<file path="config.mk">
export PLATFORM = sky130hd
export DESIGN_NAME = muldiv_ctrl
export DESIGN_NICKNAME = d
export VERILOG_FILES = /design/src/rtl/muldiv_ctrl.sv
export SDC_FILE = /design/constraint.sdc
export NUM_CORES = 1
export LEC_CHECK = 0
export ABC_AREA = 0
export BUFFER_PORTS_ARGS = -buffer_cell sky130_fd_sc_hd__buf_2
export CAP_MARGIN = 20
export CORE_MARGIN = 2
export CORE_UTILIZATION = 35
export DETAILED_ROUTE_END_ITERATION = 12
export GPL_TIMING_DRIVEN = 0
export PLACE_DENSITY = 0.57
export SLEW_MARGIN = 20
export SYNTH_ARGS = -nofsm -noshare
export SYNTH_HDL_FRONTEND = slang
export SYNTH_SLANG_ARGS = --single-unit
</file>
<file path="constraint.sdc">
create_clock -name clk -period 3.15 [get_ports clk]
set_clock_uncertainty 0.2 [all_clocks]
set_input_delay 0 -clock clk [delete_from_list [all_inputs] [get_ports clk]]
set_output_delay 0 -clock clk [all_outputs]
set_load 0.03 [all_outputs]
</file>
<file path="src/rtl/muldiv_ctrl.sv">
// Iterative HI/LO multiply-divide unit: 32 radix-2 steps plus one sign-fixup cycle.
// Owns the architectural HI/LO registers and raises stall requests for the hazard unit.
module muldiv_ctrl (
  input  logic        clk,
  input  logic        rst_n,
  input  logic        start_md_i,
  input  logic [1:0]  op_md_i,
  input  logic [31:0] src_a_md_i,
  input  logic [31:0] src_b_md_i,
  input  logic        mthi_md_i,
  input  logic        mtlo_md_i,
  input  logic [31:0] wr_data_md_i,
  input  logic        rd_hilo_md_i,
  input  logic        flush_md_i,
  output logic        busy_md_o,
  output logic        stall_md_o,
  output logic        done_md_o,
  output logic        div_by_zero_md_o,
  output logic [31:0] hi_md_o,
  output logic [31:0] lo_md_o
);

  typedef enum logic [1:0] {IDLE, CALC, FIXUP} state_e;

  state_e      state_q, state_d;
  logic [4:0]  cnt_q, cnt_d;
  logic        is_div_q, is_div_d;
  logic        neg_q, neg_d;
  logic        rem_neg_q, rem_neg_d;
  logic        dbz_q, dbz_d;
  logic [31:0] m_q, m_d;
  logic [63:0] p_q, p_d;
  logic [31:0] hi_q, hi_d;
  logic [31:0] lo_q, lo_d;
  logic        done_q, done_d;
  logic        dbz_out_q, dbz_out_d;

  logic        a_neg, b_neg;
  logic [31:0] a_mag, b_mag;
  logic [32:0] mul_sum;
  logic [63:0] mul_next;
  logic [32:0] div_shift;
  logic        div_ge;
  logic [32:0] div_rem;
  logic [63:0] div_next;
  logic [63:0] prod_fix;
  logic [31:0] quo_fix, rem_fix;

  // MULT and DIV (op[0]==0) are the signed flavours.
  assign a_neg = ~op_md_i[0] & src_a_md_i[31];
  assign b_neg = ~op_md_i[0] & src_b_md_i[31];
  assign a_mag = a_neg ? -src_a_md_i : src_a_md_i;
  assign b_mag = b_neg ? -src_b_md_i : src_b_md_i;

  // Multiply: p holds {partial product, remaining multiplier bits}.
  assign mul_sum  = {1'b0, p_q[63:32]} + (p_q[0] ? {1'b0, m_q} : 33'd0);
  assign mul_next = {mul_sum, p_q[31:1]};

  // Divide: p holds {partial remainder, dividend bits shifting into quotient}.
  assign div_shift = {p_q[63:32], p_q[31]};
  assign div_ge    = div_shift >= {1'b0, m_q};
  assign div_rem   = div_ge ? (div_shift - {1'b0, m_q}) : div_shift;
  assign div_next  = {div_rem[31:0], p_q[30:0], div_ge};

  assign prod_fix = neg_q ? -p_q : p_q;
  assign quo_fix  = dbz_q ? 32'hFFFF_FFFF : (neg_q ? -p_q[31:0] : p_q[31:0]);
  assign rem_fix  = rem_neg_q ? -p_q[63:32] : p_q[63:32];

  always_comb begin
    state_d   = state_q;
    cnt_d     = cnt_q;
    is_div_d  = is_div_q;
    neg_d     = neg_q;
    rem_neg_d = rem_neg_q;
    dbz_d     = dbz_q;
    m_d       = m_q;
    p_d       = p_q;
    hi_d      = hi_q;
    lo_d      = lo_q;
    done_d    = 1'b0;
    dbz_out_d = 1'b0;
    case (state_q)
      IDLE: begin
        if (start_md_i && !flush_md_i) begin
          state_d   = CALC;
          cnt_d     = 5'd31;
          is_div_d  = op_md_i[1];
          neg_d     = a_neg ^ b_neg;
          rem_neg_d = a_neg;
          dbz_d     = op_md_i[1] & (src_b_md_i == 32'd0);
          m_d       = op_md_i[1] ? b_mag : a_mag;
          p_d       = {32'd0, op_md_i[1] ? a_mag : b_mag};
        end else begin
          if (mthi_md_i) hi_d = wr_data_md_i;
          if (mtlo_md_i) lo_d = wr_data_md_i;
        end
      end
      CALC: begin
        if (flush_md_i) begin
          state_d = IDLE;
        end else begin
          p_d = is_div_q ? div_next : mul_next;
          if (cnt_q == 5'd0) state_d = FIXUP;
          else               cnt_d   = cnt_q - 5'd1;
        end
      end
      FIXUP: begin
        state_d = IDLE;
        if (!flush_md_i) begin
          hi_d      = is_div_q ? rem_fix : prod_fix[63:32];
          lo_d      = is_div_q ? quo_fix : prod_fix[31:0];
          done_d    = 1'b1;
          dbz_out_d = dbz_q;
        end
      end
      default: state_d = IDLE;
    endcase
  end

  always_ff @(posedge clk or negedge rst_n) begin
    if (!rst_n) begin
      state_q   <= IDLE;
      cnt_q     <= 5'd0;
      is_div_q  <= 1'b0;
      neg_q     <= 1'b0;
      rem_neg_q <= 1'b0;
      dbz_q     <= 1'b0;
      m_q       <= 32'd0;
      p_q       <= 64'd0;
      hi_q      <= 32'd0;
      lo_q      <= 32'd0;
      done_q    <= 1'b0;
      dbz_out_q <= 1'b0;
    end else begin
      state_q   <= state_d;
      cnt_q     <= cnt_d;
      is_div_q  <= is_div_d;
      neg_q     <= neg_d;
      rem_neg_q <= rem_neg_d;
      dbz_q     <= dbz_d;
      m_q       <= m_d;
      p_q       <= p_d;
      hi_q      <= hi_d;
      lo_q      <= lo_d;
      done_q    <= done_d;
      dbz_out_q <= dbz_out_d;
    end
  end

  assign busy_md_o        = (state_q != IDLE);
  assign stall_md_o       = busy_md_o & (start_md_i | rd_hilo_md_i | mthi_md_i | mtlo_md_i);
  assign done_md_o        = done_q;
  assign div_by_zero_md_o = dbz_out_q;
  assign hi_md_o          = hi_q;
  assign lo_md_o          = lo_q;

endmodule
</file>
==> run summary <==
Worst path slowest cell -> dfrtp_2
reg2reg end -> p_q[58]$_DFFE_PN0P_
reg-to-reg startpoint -> p_q[0]$_DFFE_PN0P_
Maximum Capacitance Violations -> 0
met1 wire length -> 28.9 mm
post-synthesis adder-cell area fraction -> 6.12%
Clk pin slew, worst setup/hold paths -> 0.08 ns
Final period util -> 106%
Hold Vio Cnt, Final -> 0
first-pass GRT wire length -> 98.0 mm
kind of critical path -> flop to flop
post-synthesis mux area share -> 3.17%
Antenna Nets Post-Route -> 0
pwr/cell area -> 848 mW/mm2
Congestion Overflow GR -> 0
largest net degree at the start of global routing -> 95
Synth Area in XOR/XNOR -> 9.71%
Stages on worst setup path -> 15
drt initial violations -> 1584
Row Count -> 75
Die ar. -> 0.0444 mm2
clk sinks -> 173
Buf/Inv on CP -> 4
vias in the first global route -> 16.3k
Critical Path Source Type -> flop
register bit total from synthesis -> 173
initial antenna violation count -> 1
critical path data arrival time -> 3.46 ns
Distinct cells, synth -> 73
status -> finished, violations left
Worst-Skew Late Latency -> 0.47 ns
largest family of logic cells by synthesized area -> compound AO/OA/AOI/OAI gates
CP endpoint kind -> flop
fin nets -> 2514
Fillers -> 4196
Post-Syn Area -> 0.0150 mm2
Worst-Margin Slew -> 0.989 ns
die width -> 211 um
Diodes inserted -> 0
WL met3 -> 4.52 mm
VDD IR-drop max -> 0.312 mV
Total GRT Usage -> 29.0%
synthesized instance count -> 1969
Setup-failing EPs final -> 21
clock buffer depth -> 2
Static Leakage -> 8.53 nW
slew margin rel. -> 33.8%
CP Capture Point -> p_q[58]$_DFFE_PN0P_
Max stage delay on crit path -> 0.47 ns
Placed Area -> 0.0166 mm2
syn avg cell area -> 7.60 um2
P&R area growth vs syn -> 33.7%
crit path from -> p_q[0]$_DFFE_PN0P_
Starting Density -> 35.6%
Design Area, Final -> 0.0200 mm2
CP most frequent cell -> a21oi_1
FMAX -> 299 MHz
Compound-Gate Fraction of Synth Area -> 27.2%
IO Port Bufs -> 170
ys flop type -> dfrtp_1
First-pass DRT Iterations -> 5
Routed WL -> 65.3 mm
Wirelength per Cell -> 22.6 um
unrepaired setup endpoints after global routing -> true
Pwr Total -> 17.0 mW
CP top delay family -> compound AO/OA/AOI/OAI gates
TritonCTS buffer count -> 17
failing checks -> negative setup slack
crit path max fanout -> 7
syn nets -> 2146
Post-synth EDFFs -> 0
Yosys warning total -> 0
H-tree depth -> 4
met2 routed WL -> 29.8 mm
# IOs -> 173
placed cells -> 2679
post-DP HPWL -> 49.7 mm
vias per cell -> 5.84
CTS root buf -> clkbuf_16
crit-path cells -> inv_6, clkbuf_16, nor2_4, ha_4, a21oi_1, o21ai_1, a211o_1, a211oi_4, buf_6, o21ai_4, buf_4, a31oi_4, xnor2_1, a221oi_2, a21oi_1
Simple-Gate Fraction of Synth Area -> 20.4%
non-filler instance count after layout -> 2889
critical path required time -> 3.26 ns
final setup margin -> -0.196 ns
final period demand of the worst path -> 3.35 ns
fin. max-slew vios -> 0
CTS tree -> built
chip height -> 211 um
Vias -> 16.9k
share of cells above drive strength 1 -> 20.7%
DRC viols -> 0
setup slack, reg-to-reg -> -0.20 ns
Synth async-reset ratio -> 100%
Seq/Total Area, Yosys -> 28.9%
Hold Crit Class -> input port to flop
routability-driven placement congestion ratio -> 0.923
Core Box Area -> 0.0420 mm2
FF-to-FF path depth -> 15
highest metal used -> met5
-- Yosys cell counts (7+ instances only) --
| library cell | n | area [um2] |
|---|---|---|
| o31ai_1 | 24 | 180 |
| or2_2 | 7 | 43.8 |
| nor3_1 | 47 | 235 |
| or3_1 | 17 | 106 |
| o22a_1 | 8 | 70.1 |
| nand4_1 | 15 | 93.8 |
| o211ai_1 | 21 | 158 |
| o41ai_1 | 12 | 105 |
| a21oi_1 | 196 | 981 |
| o21ai_0 | 207 | 1040 |
| nor4_1 | 14 | 87.6 |
| nor2b_1 | 14 | 87.6 |
| buf_1 | 7 | 26.3 |
| nor2_1 | 236 | 886 |
| o21bai_1 | 11 | 82.6 |
| or4_1 | 12 | 90.1 |
| a31oi_1 | 23 | 144 |
| nand2_1 | 204 | 766 |
| nand3_1 | 24 | 120 |
| clkbuf_1 | 102 | 383 |
| o21a_1 | 9 | 67.6 |
| dfrtp_1 | 173 | 4330 |
| xnor2_1 | 108 | 946 |
| a22oi_1 | 13 | 97.6 |
| nand2b_1 | 23 | 144 |
| inv_1 | 66 | 248 |
| and3_1 | 13 | 81.3 |
| a21o_1 | 38 | 285 |
| a211oi_1 | 27 | 203 |
| mux2i_1 | 44 | 440 |
| ha_1 | 70 | 876 |
| and2_1 | 9 | 56.3 |
| xor2_1 | 58 | 508 |
| o22ai_1 | 30 | 188 |
-- metal layers --
layer	track usage (%)	vias up
met3	4.59	118
met5	0	-
met2	46.6	704
li1	-	7834
met4	10.5	2
met1	39.5	8214
-- layout make-up --
| type | count | area (um2) | area share, % |
|---|---|---|---|
| clock buffer | 19 | 433 | 2.16 |
| tap | 539 | 674 | 3.37 |
| clock inverter | 13 | 176 | 0.881 |
| sequential | 173 | 4360 | 21.8 |
| buffer | 103 | 513 | 2.56 |
| multi-input combinational | 1617 | 11000 | 54.8 |
| inverter | 67 | 256 | 1.28 |
| timing repair buffer | 358 | 2630 | 13.2 |
-- cells by family after synthesis --
family | Yosys count
AOI/OAI and AO/OA | 670
and+or+nand+nor | 662
buffers and inverters | 179
DFF | 173
xor gates and xnor gates | 166
adders and majority gates | 72
muxes | 47
-- timing repair --
action | CTS | global route
endpoints found under the setup margin | 89 | 77
pin swaps | 59 | 31
hold endpoints to repair | 296 | 2
hold buffers | 113 | 3
setup buffers | 47 | 26
resized for setup | 217 | 75
gates cloned | 2 | 0
-- layout by cell type (no fill, tap or decap), drive strengths merged, types with 7 or more instances in the layout --
cell type	n
a211oi	27
a21o	38
a21oi	196
a22oi	13
a31oi	23
and2	9
and3	13
buf	257
clkbuf	110
dfrtp	173
dlygate4sd3	112
ha	70
inv	72
mux2i	44
nand2	204
nand2b	23
nand3	24
nand4	15
nor2	236
nor2b	14
nor3	47
nor4	16
o211ai	21
o21a	10
o21ai	207
o21bai	11
o22a	8
o22ai	30
o31ai	25
o41ai	12
or2	7
or3	17
or4	13
xnor2	108
xor2	58
-- worst reg2reg max path, stage by stage, from the launching register on --
cell and delay, ns:
dfrtp_2 0.47, inv_6 0.13, clkbuf_16 0.17, nor2_4 0.05
ha_4 0.27, a21oi_1 0.21, o21ai_1 0.12, a211o_1 0.33
a211oi_4 0.23, buf_6 0.17, o21ai_4 0.07, buf_4 0.16
a31oi_4 0.16, xnor2_1 0.11, a221oi_2 0.31, a21oi_1 0.07
-- flip-flops by register name, summed over array words and instances, names as in the netlist --
signal and count:
rem_neg_q 1, div_by_zero_md_o 1, state_q 2, m_q 32
neg_q 1, is_div_q 1, p_q 64, hi_md_o 32
done_md_o 1, lo_md_o 32, dbz_q 1, cnt_q 5
-- metrics by stage --
step / setup slack, ns / setup TNS, ns / utilization [%] / hold WS (ns)
after detailed placement: -1.23 / -43.82 / 39.4 / -0.147
after CTS: -0.0996 / -0.531 / 46.4 / 0.0000329
final: -0.196 / -1.45 / 47.6 / 0.00489
after global placement: -1.31 / -239.28 / 39.3 / 0.0775
after global routing: -0.266 / -3.56 / 47.6 / 0.0331
after floorplan: -0.000739 / -0.000739 / - / -0.496
-- how the worst min path moves through the flow --
stage,startpoint,to,slack [ns],depth (start not counted)
3_5_place_dp,rst_n,m_q[21]$_DFFE_PN0P_,-0.15,1
5_1_grt,src_b_md_i[25],m_q[25]$_DFFE_PN0P_,0.03,5
3_3_place_gp,wr_data_md_i[28],hi_md_o[28]$_DFFE_PN0P_,0.08,3
2_1_floorplan,rst_n,cnt_q[0]$_DFFE_PN0P_,-0.50,0
6_report,src_b_md_i[10],p_q[10]$_DFFE_PN0P_,0.005,6
4_1_cts,src_b_md_i[25],m_q[25]$_DFFE_PN0P_,0.00003,5
-- report_power, final --
| part | switching, mW | internal (mW) |
|---|---|---|
| sequential | 1.04 | 2.82 |
| clock | 1.09 | 1.21 |
| combinational | 6.26 | 4.55 |
| total | 8.39 | 8.58 |
No activity file was read; power rests on OpenSTA's default activity.
